==> config.mk <==
export PLATFORM = sky130hd
export DESIGN_NAME = ball_physics_flat
export DESIGN_NICKNAME = d
export VERILOG_FILES = /design/src/rtl/ball_physics_if.sv /design/src/rtl/ball_physics.sv /design/src/flat_wrapper.sv
export SDC_FILE = /design/constraint.sdc
export NUM_CORES = 1
export LEC_CHECK = 0
export ABC_CLOCK_PERIOD_IN_PS = 12550
export CAP_MARGIN = 20
export CORE_AREA = 2 2 82 84
export DETAILED_ROUTE_END_ITERATION = 8
export DIE_AREA = 0 0 84 86
export GPL_TIMING_DRIVEN = 0
export PLACE_DENSITY = 0.84
export SETUP_SLACK_MARGIN = 0.02
export SLEW_MARGIN = 10
export SYNTH_ARGS = -nofsm -noshare
export SYNTH_HDL_FRONTEND = slang
export SYNTH_SLANG_ARGS = --single-unit
==> constraint.sdc <==
create_clock -name clk -period 12.55 [get_ports clk]
set_clock_uncertainty 0.2 [all_clocks]
set_input_delay 2.51 -clock clk [delete_from_list [all_inputs] [get_ports clk]]
set_output_delay 2.51 -clock clk [all_outputs]
set_load 0.005 [all_outputs]
==> src/rtl/ball_physics_if.sv <==
// Ball-physics control/status bus.
// The game controller (master) drives strobes and hit velocities; the
// physics engine (slave) returns ball position, velocity and point events.
interface ball_physics_if;
  logic              tick;
  logic              freeze;
  logic              serve;
  logic              serve_side;
  logic              hit;
  logic signed [5:0] hit_vx;
  logic signed [5:0] hit_vy;
  logic        [9:0] ball_x;
  logic        [9:0] ball_y;
  logic signed [5:0] ball_vx;
  logic signed [5:0] ball_vy;
  logic              in_play;
  logic              point_valid;
  logic              point_side;

  modport master (
    output tick, freeze, serve, serve_side, hit, hit_vx, hit_vy,
    input  ball_x, ball_y, ball_vx, ball_vy, in_play, point_valid, point_side
  );

  modport slave (
    input  tick, freeze, serve, serve_side, hit, hit_vx, hit_vy,
    output ball_x, ball_y, ball_vx, ball_vy, in_play, point_valid, point_side
  );
endinterface

==> src/rtl/ball_physics.sv <==
// Ball motion engine: position/velocity state, gravity, wall/ceiling/net
// bounces, player-hit velocity loads and ground-contact point events.
// Optional feature macro: BALL_PHYS_NET_EN (net collision). When it is not
// defined the ball passes straight through the net region.
module ball_physics #(
  parameter int SCREEN_W   = 640,
  parameter int BALL_SIZE  = 40,
  parameter int GROUND_Y   = 440,
  parameter int NET_X      = 316,
  parameter int NET_W      = 8,
  parameter int NET_TOP    = 300,
  parameter int GRAVITY    = 1,
  parameter int MAX_VY     = 15,
  parameter int SERVE_XL   = 56,
  parameter int SERVE_XR   = 544,
  parameter int SERVE_Y    = 100,
  parameter int HOLD_TICKS = 60
) (
  input  logic clk,
  input  logic rst,
  ball_physics_if.slave bus
);

  typedef logic signed [10:0] s11_t;
  typedef enum logic [1:0] {IDLE, FLIGHT, SCORED} state_t;

  localparam int HW = $clog2(HOLD_TICKS + 1);

  // Physics arithmetic constants, all in the 11-bit signed domain.
  localparam s11_t XMAX  = s11_t'(SCREEN_W - BALL_SIZE);
  localparam s11_t YGND  = s11_t'(GROUND_Y - BALL_SIZE);
  localparam s11_t GRAV  = s11_t'(GRAVITY);
  localparam s11_t VYCAP = s11_t'(MAX_VY);
  localparam s11_t HALF  = s11_t'(BALL_SIZE / 2);
  localparam s11_t NET_C = s11_t'(NET_X + NET_W / 2);

  // Register-domain position constants.
  localparam logic [9:0] XMAX10 = 10'(SCREEN_W - BALL_SIZE);
  localparam logic [9:0] YGND10 = 10'(GROUND_Y - BALL_SIZE);
  localparam logic [9:0] SXL10  = 10'(SERVE_XL);
  localparam logic [9:0] SXR10  = 10'(SERVE_XR);
  localparam logic [9:0] SY10   = 10'(SERVE_Y);

`ifdef BALL_PHYS_NET_EN
  localparam s11_t       NET_L   = s11_t'(NET_X);
  localparam s11_t       NET_R   = s11_t'(NET_X + NET_W);
  localparam s11_t       NET_T   = s11_t'(NET_TOP);
  localparam s11_t       BSZ     = s11_t'(BALL_SIZE);
  localparam logic [9:0] NFLUSHL = 10'(NET_X - BALL_SIZE);
  localparam logic [9:0] NFLUSHR = 10'(NET_X + NET_W);
`else
  // Net height only matters for collisions, which are not built here.
  logic [31:0] net_top_unused;
  assign net_top_unused = 32'(NET_TOP);
`endif

  state_t            state_q;
  logic        [9:0] x_q, y_q;
  logic signed [5:0] vx_q, vy_q;
  logic              in_play_q, point_valid_q, point_side_q;
  logic     [HW-1:0] hold_q;

  // Results of one physics tick from the current state.
  logic        [9:0] x_d, y_d;
  logic signed [5:0] vx_d, vy_d;
  logic              land_d, side_d;
  s11_t              vy_n, x_n, y_n;

  // Negation that keeps -32 in range by saturating to +31.
  function automatic logic signed [5:0] neg_sat(input logic signed [5:0] v);
    return (v == 6'sb100000) ? 6'sd31 : -v;
  endfunction

  // One physics update: gravity, walls, ceiling, optional net, then ground.
  always_comb begin
    vy_n = s11_t'(vy_q) + GRAV;
    if (vy_n > VYCAP) vy_n = VYCAP;
    x_n  = $signed({1'b0, x_q}) + s11_t'(vx_q);
    y_n  = $signed({1'b0, y_q}) + vy_n;

    x_d    = x_n[9:0];
    y_d    = y_n[9:0];
    vx_d   = vx_q;
    vy_d   = vy_n[5:0];
    land_d = 1'b0;

    if (x_n[10]) begin
      x_d  = '0;
      vx_d = neg_sat(vx_q);
    end else if (x_n > XMAX) begin
      x_d  = XMAX10;
      vx_d = neg_sat(vx_q);
    end

    if (y_n[10]) begin
      y_d  = '0;
      vy_d = 6'(-vy_n);
    end

`ifdef BALL_PHYS_NET_EN
    // Bounce off the net and sit flush on whichever side the ball came from.
    if ((x_n < NET_R) && (x_n + BSZ > NET_L) && (y_n + BSZ > NET_T)) begin
      vx_d = neg_sat(vx_q);
      x_d  = (($signed({1'b0, x_q}) + HALF) < NET_C) ? NFLUSHL : NFLUSHR;
    end
`endif

    if (y_n >= YGND) begin
      y_d    = YGND10;
      vx_d   = '0;
      vy_d   = '0;
      land_d = 1'b1;
    end

    // Landing half is judged from where the ball comes to rest.
    side_d = ($signed({1'b0, x_d}) + HALF) >= NET_C;
  end

  // Game FSM with registered ball state and status outputs.
  always_ff @(posedge clk) begin
    if (rst) begin
      state_q       <= IDLE;
      x_q           <= SXL10;
      y_q           <= SY10;
      vx_q          <= '0;
      vy_q          <= '0;
      in_play_q     <= 1'b0;
      point_valid_q <= 1'b0;
      point_side_q  <= 1'b0;
      hold_q        <= '0;
    end else begin
      // The point event is a pulse even if freeze arrives right after it.
      point_valid_q <= 1'b0;
      if (!bus.freeze) begin
        case (state_q)
          IDLE: begin
            if (bus.serve) begin
              x_q       <= bus.serve_side ? SXR10 : SXL10;
              y_q       <= SY10;
              vx_q      <= '0;
              vy_q      <= '0;
              in_play_q <= 1'b1;
              state_q   <= FLIGHT;
            end
          end
          FLIGHT: begin
            if (bus.hit) begin
              vx_q <= bus.hit_vx;
              vy_q <= bus.hit_vy;
            end else if (bus.tick) begin
              x_q  <= x_d;
              y_q  <= y_d;
              vx_q <= vx_d;
              vy_q <= vy_d;
              if (land_d) begin
                state_q       <= SCORED;
                in_play_q     <= 1'b0;
                point_valid_q <= 1'b1;
                point_side_q  <= side_d;
                hold_q        <= '0;
              end
            end
          end
          SCORED: begin
            if (bus.tick) begin
              if (hold_q == HW'(HOLD_TICKS - 1)) begin
                hold_q  <= '0;
                state_q <= IDLE;
                // Next serve goes to the side that did not take the landing.
                x_q     <= point_side_q ? SXL10 : SXR10;
                y_q     <= SY10;
                vx_q    <= '0;
                vy_q    <= '0;
              end else begin
                hold_q <= hold_q + HW'(1);
              end
            end
          end
          default: state_q <= IDLE;
        endcase
      end
    end
  end

  assign bus.ball_x      = x_q;
  assign bus.ball_y      = y_q;
  assign bus.ball_vx     = vx_q;
  assign bus.ball_vy     = vy_q;
  assign bus.in_play     = in_play_q;
  assign bus.point_valid = point_valid_q;
  assign bus.point_side  = point_side_q;

endmodule

==> src/flat_wrapper.sv <==
// flat-port wrapper written by rule: the top's interface ports become plain ports
module ball_physics_flat 
#(
  parameter int SCREEN_W   = 640,
  parameter int BALL_SIZE  = 40,
  parameter int GROUND_Y   = 440,
  parameter int NET_X      = 316,
  parameter int NET_W      = 8,
  parameter int NET_TOP    = 300,
  parameter int GRAVITY    = 1,
  parameter int MAX_VY     = 15,
  parameter int SERVE_XL   = 56,
  parameter int SERVE_XR   = 544,
  parameter int SERVE_Y    = 100,
  parameter int HOLD_TICKS = 60
)
  (clk, rst, bus_tick, bus_freeze, bus_serve, bus_serve_side, bus_hit, bus_hit_vx, bus_hit_vy, bus_ball_x, bus_ball_y, bus_ball_vx, bus_ball_vy, bus_in_play, bus_point_valid, bus_point_side);
  ball_physics_if bus_i ();
  input  logic clk;
  input  logic rst;
  input wire logic [$bits(bus_i.tick)-1:0] bus_tick;
  input wire logic [$bits(bus_i.freeze)-1:0] bus_freeze;
  input wire logic [$bits(bus_i.serve)-1:0] bus_serve;
  input wire logic [$bits(bus_i.serve_side)-1:0] bus_serve_side;
  input wire logic [$bits(bus_i.hit)-1:0] bus_hit;
  input wire logic [$bits(bus_i.hit_vx)-1:0] bus_hit_vx;
  input wire logic [$bits(bus_i.hit_vy)-1:0] bus_hit_vy;
  output wire logic [$bits(bus_i.ball_x)-1:0] bus_ball_x;
  output wire logic [$bits(bus_i.ball_y)-1:0] bus_ball_y;
  output wire logic [$bits(bus_i.ball_vx)-1:0] bus_ball_vx;
  output wire logic [$bits(bus_i.ball_vy)-1:0] bus_ball_vy;
  output wire logic [$bits(bus_i.in_play)-1:0] bus_in_play;
  output wire logic [$bits(bus_i.point_valid)-1:0] bus_point_valid;
  output wire logic [$bits(bus_i.point_side)-1:0] bus_point_side;
  assign bus_i.tick = bus_tick;
  assign bus_i.freeze = bus_freeze;
  assign bus_i.serve = bus_serve;
  assign bus_i.serve_side = bus_serve_side;
  assign bus_i.hit = bus_hit;
  assign bus_i.hit_vx = bus_hit_vx;
  assign bus_i.hit_vy = bus_hit_vy;
  assign bus_ball_x = bus_i.ball_x;
  assign bus_ball_y = bus_i.ball_y;
  assign bus_ball_vx = bus_i.ball_vx;
  assign bus_ball_vy = bus_i.ball_vy;
  assign bus_in_play = bus_i.in_play;
  assign bus_point_valid = bus_i.point_valid;
  assign bus_point_side = bus_i.point_side;
  ball_physics #(.SCREEN_W(SCREEN_W), .BALL_SIZE(BALL_SIZE), .GROUND_Y(GROUND_Y), .NET_X(NET_X), .NET_W(NET_W), .NET_TOP(NET_TOP), .GRAVITY(GRAVITY), .MAX_VY(MAX_VY), .SERVE_XL(SERVE_XL), .SERVE_XR(SERVE_XR), .SERVE_Y(SERVE_Y), .HOLD_TICKS(HOLD_TICKS)) u_core (.clk(clk), .rst(rst), .bus(bus_i));
endmodule
Word-level counts from Yosys, hierarchy flattened:

Index checks and enable logic that the tools add are counted.

* $mul: 0
* shift operators: 0
* mux-type cells: 54
* $add $sub $neg: 7
* bitwise gates (word level): 4
* reduce and logical (&&, ||, !) cells: 12
* eq/ne operators: 12
* $lt $le $gt $ge: 4
* div/mod/pow operators: 0

Operators by type and width (number)
* two-way mux 10 bit: 16
* two-way mux 6 bit: 18
* case mux 10 bit (3 select lines): 2
* case mux 6 bit (3 select lines): 2
* >= comparator 11 x 10 -> 1 bit, second input constant: 2
* AND reduction 7 bit: 3
* AND reduction 6 bit: 3
* == test 6 bit, second input constant: 2
* two-way mux 2 bit: 6
* negation 6 bit: 2
* case mux 6 bit (2 select lines): 1
* adder 10 x 5 -> 11 bit, second input constant: 1
* adder 11 bit: 1
* adder 11 x 6 -> 11 bit: 1
* > comparator 11 bit, second input constant: 1
* > comparator 11 x 5 -> 1 bit, second input constant: 1
* two-way mux 11 bit: 1
* inequality test 2 bit, second input constant: 4
* adder 6 x 2 -> 7 bit, second input constant: 1
* adder 6 x 1 -> 6 bit, second input constant: 1
* two-way mux 1 bit: 6
* case mux 2 bit (3 select lines): 1
* inequality test 5 x 2 -> 1 bit, second input constant: 1
* AND reduction 5 bit: 1
* 10 further kinds: 15

* word-level logic and storage cells: 102
* input bits: 19
* memory bits (read-only): 0
* memories kept: 0
* output and inout bits: 35
* bits in registers: 43
* RAM bits: 0
* latch bits: 0

Logic depth before layout (Yosys ltp):

Gate-level depths: netlist (run 1).

* depth in word-level cells: 10
* gate-level depth with buffers: 19

Worst setup path before layout (run 1):

OpenSTA, ideal clock, no wires.

* path kind: reg2reg
* start point: reg u_core.vy_q[0], in the netlist u_core.bus.ball_vy[0]
* end point: reg u_core.hold_q[1]
* clock period less this slack: 4.422 ns
* library setup time: 0.116 ns
* path slack: 8.128 ns
* arrival time: 4.105 ns
* stages on the path, launching flop included: 20
* cell sequence: dfxtp_1 buf_2 inv_1 ha_1 nor2_1 nand3_1 o21ai_0 nand3b_1 and2_1 inv_1 ha_1 a211oi_1 o21bai_1 maj3_1 a21oi_1 mux2_2 a21oi_4 nand4b_4 and4_1 a41o_1

* cells in the longest elaborated chain, start to end: 8

RTL lines
* start, declared: line ball_physics.sv:59 `logic signed [5:0] vx_q, vy_q;`
* start signal, assigned: line ball_physics.sv:149 `vy_q <= bus.hit_vy;`
* start signal, assigned: line ball_physics.sv:154 `vy_q <= vy_d;`
* adder 6 x 2 -> 7 bit (*): line ball_physics.sv:76 `vy_n = s11_t'(vy_q) + GRAV;`
* > comparator 11 x 5 -> 1 bit: line ball_physics.sv:77 `if (vy_n > VYCAP) vy_n = VYCAP;`
* two-way mux 11 bit (*): line ball_physics.sv:77
* adder 11 bit (*): line ball_physics.sv:79 `y_n = $signed({1'b0, y_q}) + vy_n;`
* >= comparator 11 x 10 -> 1 bit (*): line ball_physics.sv:108 `if (y_n >= YGND) begin`
* two-way mux 1 bit (*): line ball_physics.sv:108
* inequality test 2 x 1 -> 1 bit (no line) (*)
* AND reduction 6 bit (no line) (*)
* end signal, assigned: line ball_physics.sv:175 `hold_q <= hold_q + HW'(1);`
* end, declared: line ball_physics.sv:61 `logic [HW-1:0] hold_q;`

Mark *: on every way between the ends. The rest lies on a longest branch, timed or not.
A chain may end at the register's enable or synchronous reset.

Final worst setup path (run 1):

* start point: reg u_core.vy_q[1], in the netlist u_core.bus.ball_vy[1]
* end point: reg u_core.vx_q[4], in the netlist u_core.bus.ball_vx[4]

* cells in the longest elaborated chain, start to end: 9
* elaborated cells between the ends (all ways): 11
* classes of those cells: add/sub (2); order compare (2); eq/ne (1); mux (5); reduce/logical (1)

RTL lines
* adder 6 x 2 -> 7 bit (*): line ball_physics.sv:76
* > comparator 11 x 5 -> 1 bit: line ball_physics.sv:77
* two-way mux 11 bit (*): line ball_physics.sv:77
* adder 11 bit (*): line ball_physics.sv:79
* >= comparator 11 x 10 -> 1 bit (*): line ball_physics.sv:108
* two-way mux 6 bit: line ball_physics.sv:108
* two-way mux 6 bit: line ball_physics.sv:150 `end else if (bus.tick) begin`
* two-way mux 6 bit: line ball_physics.sv:147 `if (bus.hit) begin`
* case mux 6 bit (3 select lines): line ball_physics.sv:135 `case (state_q)`
* end signal, assigned: line ball_physics.sv:148 `vx_q <= bus.hit_vx;`
* end signal, assigned: line ball_physics.sv:153 `vx_q <= vx_d;`
* end, declared: line ball_physics.sv:59

Mark *: on every way between the ends. The rest lies on a longest branch, timed or not. The select of a mux whose other input is x is not followed.

==> results.txt, run 1 <==
----------------------------------------------------
[Run status]
  Status ... complete, no violations

[Timing]
  Count of pins over their slew limit ... 0
  Fraction of the cycle the final worst path needs ... 40.0%
  Min Tclk post-route ... 5.02 ns
  Peak Freq ... 0.199 GHz
  Actual transition at the worst max-transition pin ... 0.936 ns
  Worst hold margin ... 0.271 ns
  Setup repair after global routing missed its margin ... false
  Normalized max-slew margin ... 37.2%
  Fin worst setup slack ... 7.53 ns
  Number of failing setup endpoints in the final timing report ... 0
  Final setup TNS ... 0 ns
  Endpoints failing hold ... 0

[Routing]
  Total wire length ... 10,100 um
  Count of TritonRoute iterations in the first routing pass ... 5
  Met2 layer wire length in the routed design ... 4680 um
  Routed length on met3 ... 721 um
  DRC violation count after routing ... 0
  Metal1 wirelength ... 4470 um
  Total via count after detailed routing ... 3,872
  Average wire length per cell after detail routing ... 16.7 um
  Top sig layer ... met4
  Remaining number of nets flagged by the antenna check after routing ... 0
  Mean number of vias per cell ... 6.38
  DRC marker count from the first detailed-route iteration ... 245

[Logic synthesis]
  Count of flip-flops with a built-in enable after synthesis ... 0
  Top post-synthesis cells by area ... sky130_fd_sc_hd__dfxtp_1 (23%), sky130_fd_sc_hd__ha_1 (8.8%), sky130_fd_sc_hd__nor2_1 (5.8%)
  Most frequent cells after synthesis ... sky130_fd_sc_hd__nor2_1 (57), sky130_fd_sc_hd__dfxtp_1 (43), sky130_fd_sc_hd__nand2_1 (43)
  Library cell with the highest instance count after synthesis ... sky130_fd_sc_hd__nor2_1
  Number of synthesized register bits ... 43
  Post-Synthesis Cell Area ... 3700 um^2
  Top FF cell, synth ... sky130_fd_sc_hd__dfxtp_1
  Synth cell types ... 82
  Cell taking the most area after synthesis ... sky130_fd_sc_hd__dfxtp_1
  Sequential share of the synthesized area ... 23.3%
  Cell count after synthesis ... 470
  Mean Syn Cell Area ... 7.87 um^2
  Count of yosys warnings during synthesis ... 0
  Post-synthesis async set-or-reset flop share ... 0%
  Mapped Nets ... 517
  Synth top area share ... 23.3%

[Run]
  Number of max-capacitance violations reported ... 0

[Critical path]
  Worst-path maximum fanout ... 7
  Largest stage delay on the critical path ... 0.47 ns
  WP data required ... 12.52 ns
  Launching element type of the critical path ... register
  Launching instance or port of the critical path ... u_core.bus.ball_vy[1]$_SDFFE_PP0P_
  Critical setup path kind ... register to register
  Ordered list of cells on the worst path ... ha_1 -> nand3_4 -> a21oi_1 -> mux2i_1 -> nand3b_1 -> and2_1 -> inv_1 -> ha_1 -> a211oi_1 -> o21bai_1 -> maj3_1 -> a21oi_1 -> mux2_2 -> a21oi_4 -> nand3_4 -> a41oi_2 -> o22ai_1
  Worst flop-to-flop path startpoint ... u_core.bus.ball_vy[1]$_SDFFE_PP0P_
  Cell with the largest stage delay on the worst path ... sky130_fd_sc_hd__dfxtp_1
  Crit. End Element ... register
  Data arrival, critical path ... 4.98 ns

[Clock network]
  Cell at the root of the clock tree ... sky130_fd_sc_hd__clkbuf_8
  Total clock buffers created by CTS ... 5
  CTS tree ... done
  Cts hold-fix bufs ... 0
  Bufs on Longest Clock Path ... 2
  Clock sinks ... 43
  Setup repair bufs after CTS ... 0
  # H-tree levels ... 2
  Clock transition at path regs ... 0.08 ns
  Post-CTS Resized ... 0
  Clock Latency Late Sink ... 0.30 ns

[Die]
  Area inside the core boundary ... 6280 um^2
  Width of the die ... 84 um
  Area of the die ... 7220 um^2
  Num rows ... 29
  Starting density of the core ... 58.9%
  Num ports ... 54
  Vertical die dimension ... 86 um

[Global routing]
  Antenna violations before repair ... 0
  First-pass GRT wire length ... 16,800 um
  Grt total ovfl ... 0
  Maximum number of pins on one net before global-route repair ... 14
  Number of global-route vias before repair ... 3,544
  Overall Global Routing Usage ... 28.1%

[Placement]
  Total half-perimeter wirelength after legalization and detailed placement ... 7720 um
  Post-detailed-placement cell area ... 4320 um^2
  GP Congestion ... 0.905
  Setup slack after placement ... 7.46 ns
  I/O Buffers ... 52

[Layout]
  Proportion of layout cells with a drive suffix above 1 ... 8.11%
  Inserted Diodes ... 0
  Nets ... 576
  Area growth syn-to-layout ... 19.2%
  Final Cell Area ... 4410 um^2

[Hold path]
  Path class of the lowest-slack min-delay path ... register to register
  Startpoint of the tightest hold check path ... u_core.bus.in_play$_SDFFE_PP0P_

[Power and ir drop]
  Power density relative to cell area ... 69.1 nW/um^2
  Static Leak ... 1.69 nW
  Total chip power ... 0.305 mW
  Worst ir drop on vdd ... 0.0000546 V

----------------------------------------------------
## metal layers
| metal | vias to the layer above | track usage [%] |
|---|---|---|
| li1 | 1863 | - |
| met1 | 1818 | 37.6 |
| met2 | 160 | 46.2 |
| met3 | 31 | 4.23 |
| met4 | 0 | 9.97 |
| met5 | - | 0 |
## power breakdown
| group | internal (mW) | switching, mW |
|---|---|---|
| combinational | 0.0281 | 0.0398 |
| sequential | 0.139 | 0.00285 |
| clock | 0.0451 | 0.0498 |
## worst max-delay path: cells and delay by family, from the launching register on
family | cells | cell delay (ns)
AO/OA/AOI/OAI | 7 | 1.65
adder cells (fa/ha/maj) | 3 | 1.06
AND/OR/NAND/NOR | 4 | 0.81
multiplexers | 2 | 0.58
buffers and inverters | 1 | 0.11
flip-flops | 1 | 0.47
## logic make-up after synthesis
logic type	Yosys count	share of synthesized area, %
buffers and inverters	43	4.77
flip-flops	43	23.3
multiplexers	10	2.98
AO/OA/AOI/OAI	142	27.9
XOR/XNOR	25	6.12
adder cells (fa/ha/maj)	30	10.5
AND/OR/NAND/NOR	177	24.5
## area by class of cell
type	instances	area, um^2
Fill cell	522	1870
Timing Repair Buffer	52	520
Buffer	18	82.6
Inverter	25	93.8
Multi-Input combinational cell	384	2660
Clock inverter	1	8.76
Clock buffer	7	86.3
Tap cell	77	96.3
Sequential cell	43	861
## metrics by stage
stage | instances | util, %
global placement | 599 | 68.7
finish | 607 | 70.3
CTS | 607 | 70.3
detailed placement | 599 | 68.7
global route | 607 | 70.3
floorplan | 470 | -
## state kept, by name (all words and copies together), names as in the netlist
register,count
u_core.hold_q,6
u_core.bus.point_valid,1
u_core.bus.point_side,1
u_core.bus.ball_vx,6
u_core.bus.in_play,1
u_core.bus.ball_x,10
u_core.bus.ball_vy,6
u_core.bus.ball_y,10
u_core.state_q,2
## cell usage in the layout (no fill, tap or decap), types with 5 or more instances in the layout
cell type and instances:
sky130_fd_sc_hd__nor2_1 57, sky130_fd_sc_hd__inv_1 24, sky130_fd_sc_hd__o21ai_0 23, sky130_fd_sc_hd__a31oi_1 6, sky130_fd_sc_hd__nor2b_1 5, sky130_fd_sc_hd__a21oi_1 34
sky130_fd_sc_hd__and3_1 5, sky130_fd_sc_hd__mux2i_1 7, sky130_fd_sc_hd__o21a_1 5, sky130_fd_sc_hd__a32oi_1 6, sky130_fd_sc_hd__nand2_1 43, sky130_fd_sc_hd__clkbuf_1 13
sky130_fd_sc_hd__nand3_1 17, sky130_fd_sc_hd__a22oi_1 5, sky130_fd_sc_hd__xnor2_1 15, sky130_fd_sc_hd__o22ai_1 8, sky130_fd_sc_hd__nor3_1 10, sky130_fd_sc_hd__ha_1 26
sky130_fd_sc_hd__dfxtp_1 43, sky130_fd_sc_hd__a211oi_1 6, sky130_fd_sc_hd__clkdlybuf4s50_1 52, sky130_fd_sc_hd__xor2_1 9, sky130_fd_sc_hd__clkbuf_8 6
## path summary, 6_finish.rpt
kind / slack, ns / depth (start not counted) / end
setup / recovery: 7.53 / 17 / u_core.bus.ball_vx[4]$_SDFFE_PP0P_
hold / removal: 0.27 / 2 / u_core.bus.in_play$_SDFFE_PP0P_
setup reg to reg: 7.53 / 17 / u_core.bus.ball_vx[4]$_SDFFE_PP0P_
hold reg to reg: 0.27 / 2 / u_core.bus.in_play$_SDFFE_PP0P_
Power figures use the tool's default switching activity.
==> run 2: changes to the inputs <==
- ABC_CLOCK_PERIOD_IN_PS: 12550 -> 5300
- CORE_AREA: 2 2 82 84 -> 2 2 85 87
- DIE_AREA: 0 0 84 86 -> 0 0 87 89
- PLACE_DENSITY: 0.84 -> 0.79
- clock period: 12.55 -> 5.3 ns (I/O delays scaled with it)
==> results.txt, run 2 (synthesized netlist as in run 1, its figures left out) <==
----------------------------------------------------
[Global routing]
  Grt total ovfl ... 0 (unchanged)
  Antenna violations before repair ... 0 (unchanged)
  Overall Global Routing Usage ... 27.7% (-0.39 points)
  First-pass GRT wire length ... 17,000 um (+1.4%)
  Number of global-route vias before repair ... 3,578 (+0.96%)
  Maximum number of pins on one net before global-route repair ... 15 (+1)

[Power and ir drop]
  Total chip power ... 0.764 mW (+150%)
  Internal Dissipation ... 0.537 mW (+150%)
  Static Leak ... 1.70 nW (+0.39%)
  Switching power share of the total ... 29.7% (-0.59 points)
  Clock share of power ... 35.1% (+4.0 points)
  Worst ir drop on vdd ... 0.000109 V (+100%)
  Power density relative to cell area ... 172 nW/um^2 (+150%)
  Portion of total power attributed to combinational logic ... 20.9% (-1.3 points)
  Fraction of power consumed by sequential logic ... 44.1% (-2.5 points)
  Switching power summed over all nets ... 0.227 mW (+150%)

[Layout]
  Most frequent standard cell in the layout excluding fill and tap cells ... sky130_fd_sc_hd__nor2_1
  Inserted Diodes ... 0 (unchanged)
  Area growth syn-to-layout ... 19.9%
  Nets ... 576 (unchanged)
  Proportion of layout cells with a drive suffix above 1 ... 8.49% (+0.38 points)
  Most frequent cells in the layout ... sky130_fd_sc_hd__nor2_1 (57), sky130_fd_sc_hd__clkdlybuf4s50_1 (52), sky130_fd_sc_hd__nand2_1 (43), sky130_fd_sc_hd__dfxtp_1 (43), sky130_fd_sc_hd__a21oi_1 (34)

[Routing]
  Total wire length ... 10,400 um (+2.1%)
  Remaining number of nets flagged by the antenna check after routing ... 0 (unchanged)
  Average wire length per cell after detail routing ... 17.0 um (+1.5%)
  DRC marker count from the first detailed-route iteration ... 229 (-6.5%)
  DRC violation count after routing ... 0 (unchanged)
  Total via count after detailed routing ... 3,857 (-0.39%)
  Mean number of vias per cell ... 6.32 (-0.88%)
  Count of TritonRoute iterations in the first routing pass ... 4 (-1)

[Die]
  Vertical die dimension ... 89 um (+3.5%)
  Area inside the core boundary ... 6720 um^2 (+7.0%)
  Num ports ... 54 (unchanged)
  Width of the die ... 87 um (+3.6%)
  Num rows ... 30 (+3.4%)
  Area of the die ... 7740 um^2 (+7.2%)
  Starting density of the core ... 55.0% (-3.9 points)

[Placement]
  I/O Buffers ... 52 (unchanged)
  GP Congestion ... 0.906 (+0.13%)
  Total half-perimeter wirelength after legalization and detailed placement ... 7920 um (+2.6%)

[Clock network]
  Bufs on Longest Clock Path ... 2 (unchanged)
  Cell at the root of the clock tree ... sky130_fd_sc_hd__clkbuf_8
  Clock sinks ... 43 (unchanged)
  Clock Latency Late Sink ... 0.31 ns (about the same)
  Post-CTS Resized ... 0 (unchanged)
  CTS tree ... done
  # H-tree levels ... 2 (unchanged)
  Clock transition at path regs ... 0.09 ns (about the same)
  Cts hold-fix bufs ... 0 (unchanged)
  Setup repair bufs after CTS ... 0 (unchanged)
  Total clock buffers created by CTS ... 5 (unchanged)

[Critical path]
  Reg2reg path depth ... 19 (+2)
  Launching element type of the critical path ... register
  Data arrival, critical path ... 4.97 ns (about the same)
  WP data required ... 5.27 ns (-7.25 ns)
  Worst-path maximum fanout ... 9 (+2)
  Crit. End Element ... register
  Critical setup path kind ... register to register

[Timing]
  Min Tclk post-route ... 5.00 ns (-0.0143 ns)
  Number of failing setup endpoints in the final timing report ... 0 (unchanged)
  Setup repair after global routing missed its margin ... false
  Actual transition at the worst max-transition pin ... 0.895 ns (-0.0408 ns)
  Fraction of the cycle the final worst path needs ... 94.4% (+54 points)
  Count of pins over their slew limit ... 0 (unchanged)
  Peak Freq ... 0.200 GHz (+0.29%)
  Final setup TNS ... 0 ns (unchanged)
  Normalized max-slew margin ... 39.9% (+2.7 points)
  Endpoints failing hold ... 0 (unchanged)

[Run]
  Number of max-capacitance violations reported ... 0 (unchanged)

[Hold path]
  Number of cells on the worst hold path ... 2 (unchanged)
  Path class of the lowest-slack min-delay path ... register to register

[Run status]
  Status ... complete, no violations

----------------------------------------------------
run 2: worst paths after layout:
path / startpoint / endpoint / slack, ns
worst max-delay path: u_core.bus.ball_vy[0]$_SDFFE_PP0P_ / u_core.bus.ball_vx[1]$_SDFFE_PP0P_ / 0.30
worst min register to register: u_core.bus.in_play$_SDFFE_PP0P_ / u_core.bus.in_play$_SDFFE_PP0P_ / 0.28
worst max register to register: u_core.bus.ball_vy[0]$_SDFFE_PP0P_ / u_core.bus.ball_vx[1]$_SDFFE_PP0P_ / 0.30
worst min-delay path: u_core.bus.in_play$_SDFFE_PP0P_ / u_core.bus.in_play$_SDFFE_PP0P_ / 0.28
run 2: area by class of cell:
class                      instances  area (um^2)
timing repair buffer              52          520
clock inverter                     3         43.8
buffer                            18         82.6
sequential                        43          861
multi-input combinational        384         2660
inverter                          25         93.8
clock buffer                       5         68.8
tap                               80          100
fill                             593         2280
run 2: worst max-delay path, cell delays in order (launching register included):
cell and delay [ns]:
sky130_fd_sc_hd__dfxtp_1 0.35, sky130_fd_sc_hd__buf_2 0.20, sky130_fd_sc_hd__inv_1 0.08, sky130_fd_sc_hd__ha_1 0.33, sky130_fd_sc_hd__nor2_1 0.11, sky130_fd_sc_hd__nand3_1 0.07, sky130_fd_sc_hd__o21ai_0 0.16, sky130_fd_sc_hd__nand3b_1 0.20
sky130_fd_sc_hd__and2_1 0.26, sky130_fd_sc_hd__inv_1 0.12, sky130_fd_sc_hd__ha_1 0.25, sky130_fd_sc_hd__a211oi_1 0.25, sky130_fd_sc_hd__o21bai_1 0.21, sky130_fd_sc_hd__maj3_1 0.44, sky130_fd_sc_hd__a21oi_1 0.19, sky130_fd_sc_hd__mux2_2 0.38
sky130_fd_sc_hd__a21oi_4 0.31, sky130_fd_sc_hd__nand3_4 0.21, sky130_fd_sc_hd__a41oi_2 0.39, sky130_fd_sc_hd__o22ai_1 0.14
run 2: metal layers:
layer | vias up | wire, um | global-route usage, %
li1 | 1862 | - | -
met3 | 24 | 606 | 4.89
met2 | 142 | 4750 | 47.5
met1 | 1829 | 4780 | 35.1
met4 | 0 | 216 | 9.38
met5 | - | 0 | 0
run 2: power groups by stage:
| stage | Sequential (mW) | Combinational [mW] | Clock [mW] |
|---|---|---|---|
| floorplan | 0.343 | 0.101 | 0 |
| global placement | 0.344 | 0.152 | 0 |
| detailed placement | 0.344 | 0.156 | 0 |
| CTS | 0.337 | 0.157 | 0.266 |
| global route | 0.337 | 0.176 | 0.279 |
| finish | 0.337 | 0.160 | 0.268 |
run 2: stage by stage:
step	hold slack (ns)	setup WS [ns]	std cells	area, um^2	util, %
global route	0.318	0.0243	610	4430	66.0
finish	0.277	0.297	610	4430	66.0
floorplan	0.252	0.878	470	3700	-
detailed placement	0.260	0.363	602	4320	64.3
CTS	0.278	0.317	610	4430	66.0
global placement	0.254	0.444	602	4320	64.3
==> run 3: changes to the inputs <==
- HOLD_SLACK_MARGIN: default -> 0.08
==> results of run 3 <==
Final layout, timing and power as in run 2 (identical DEF).
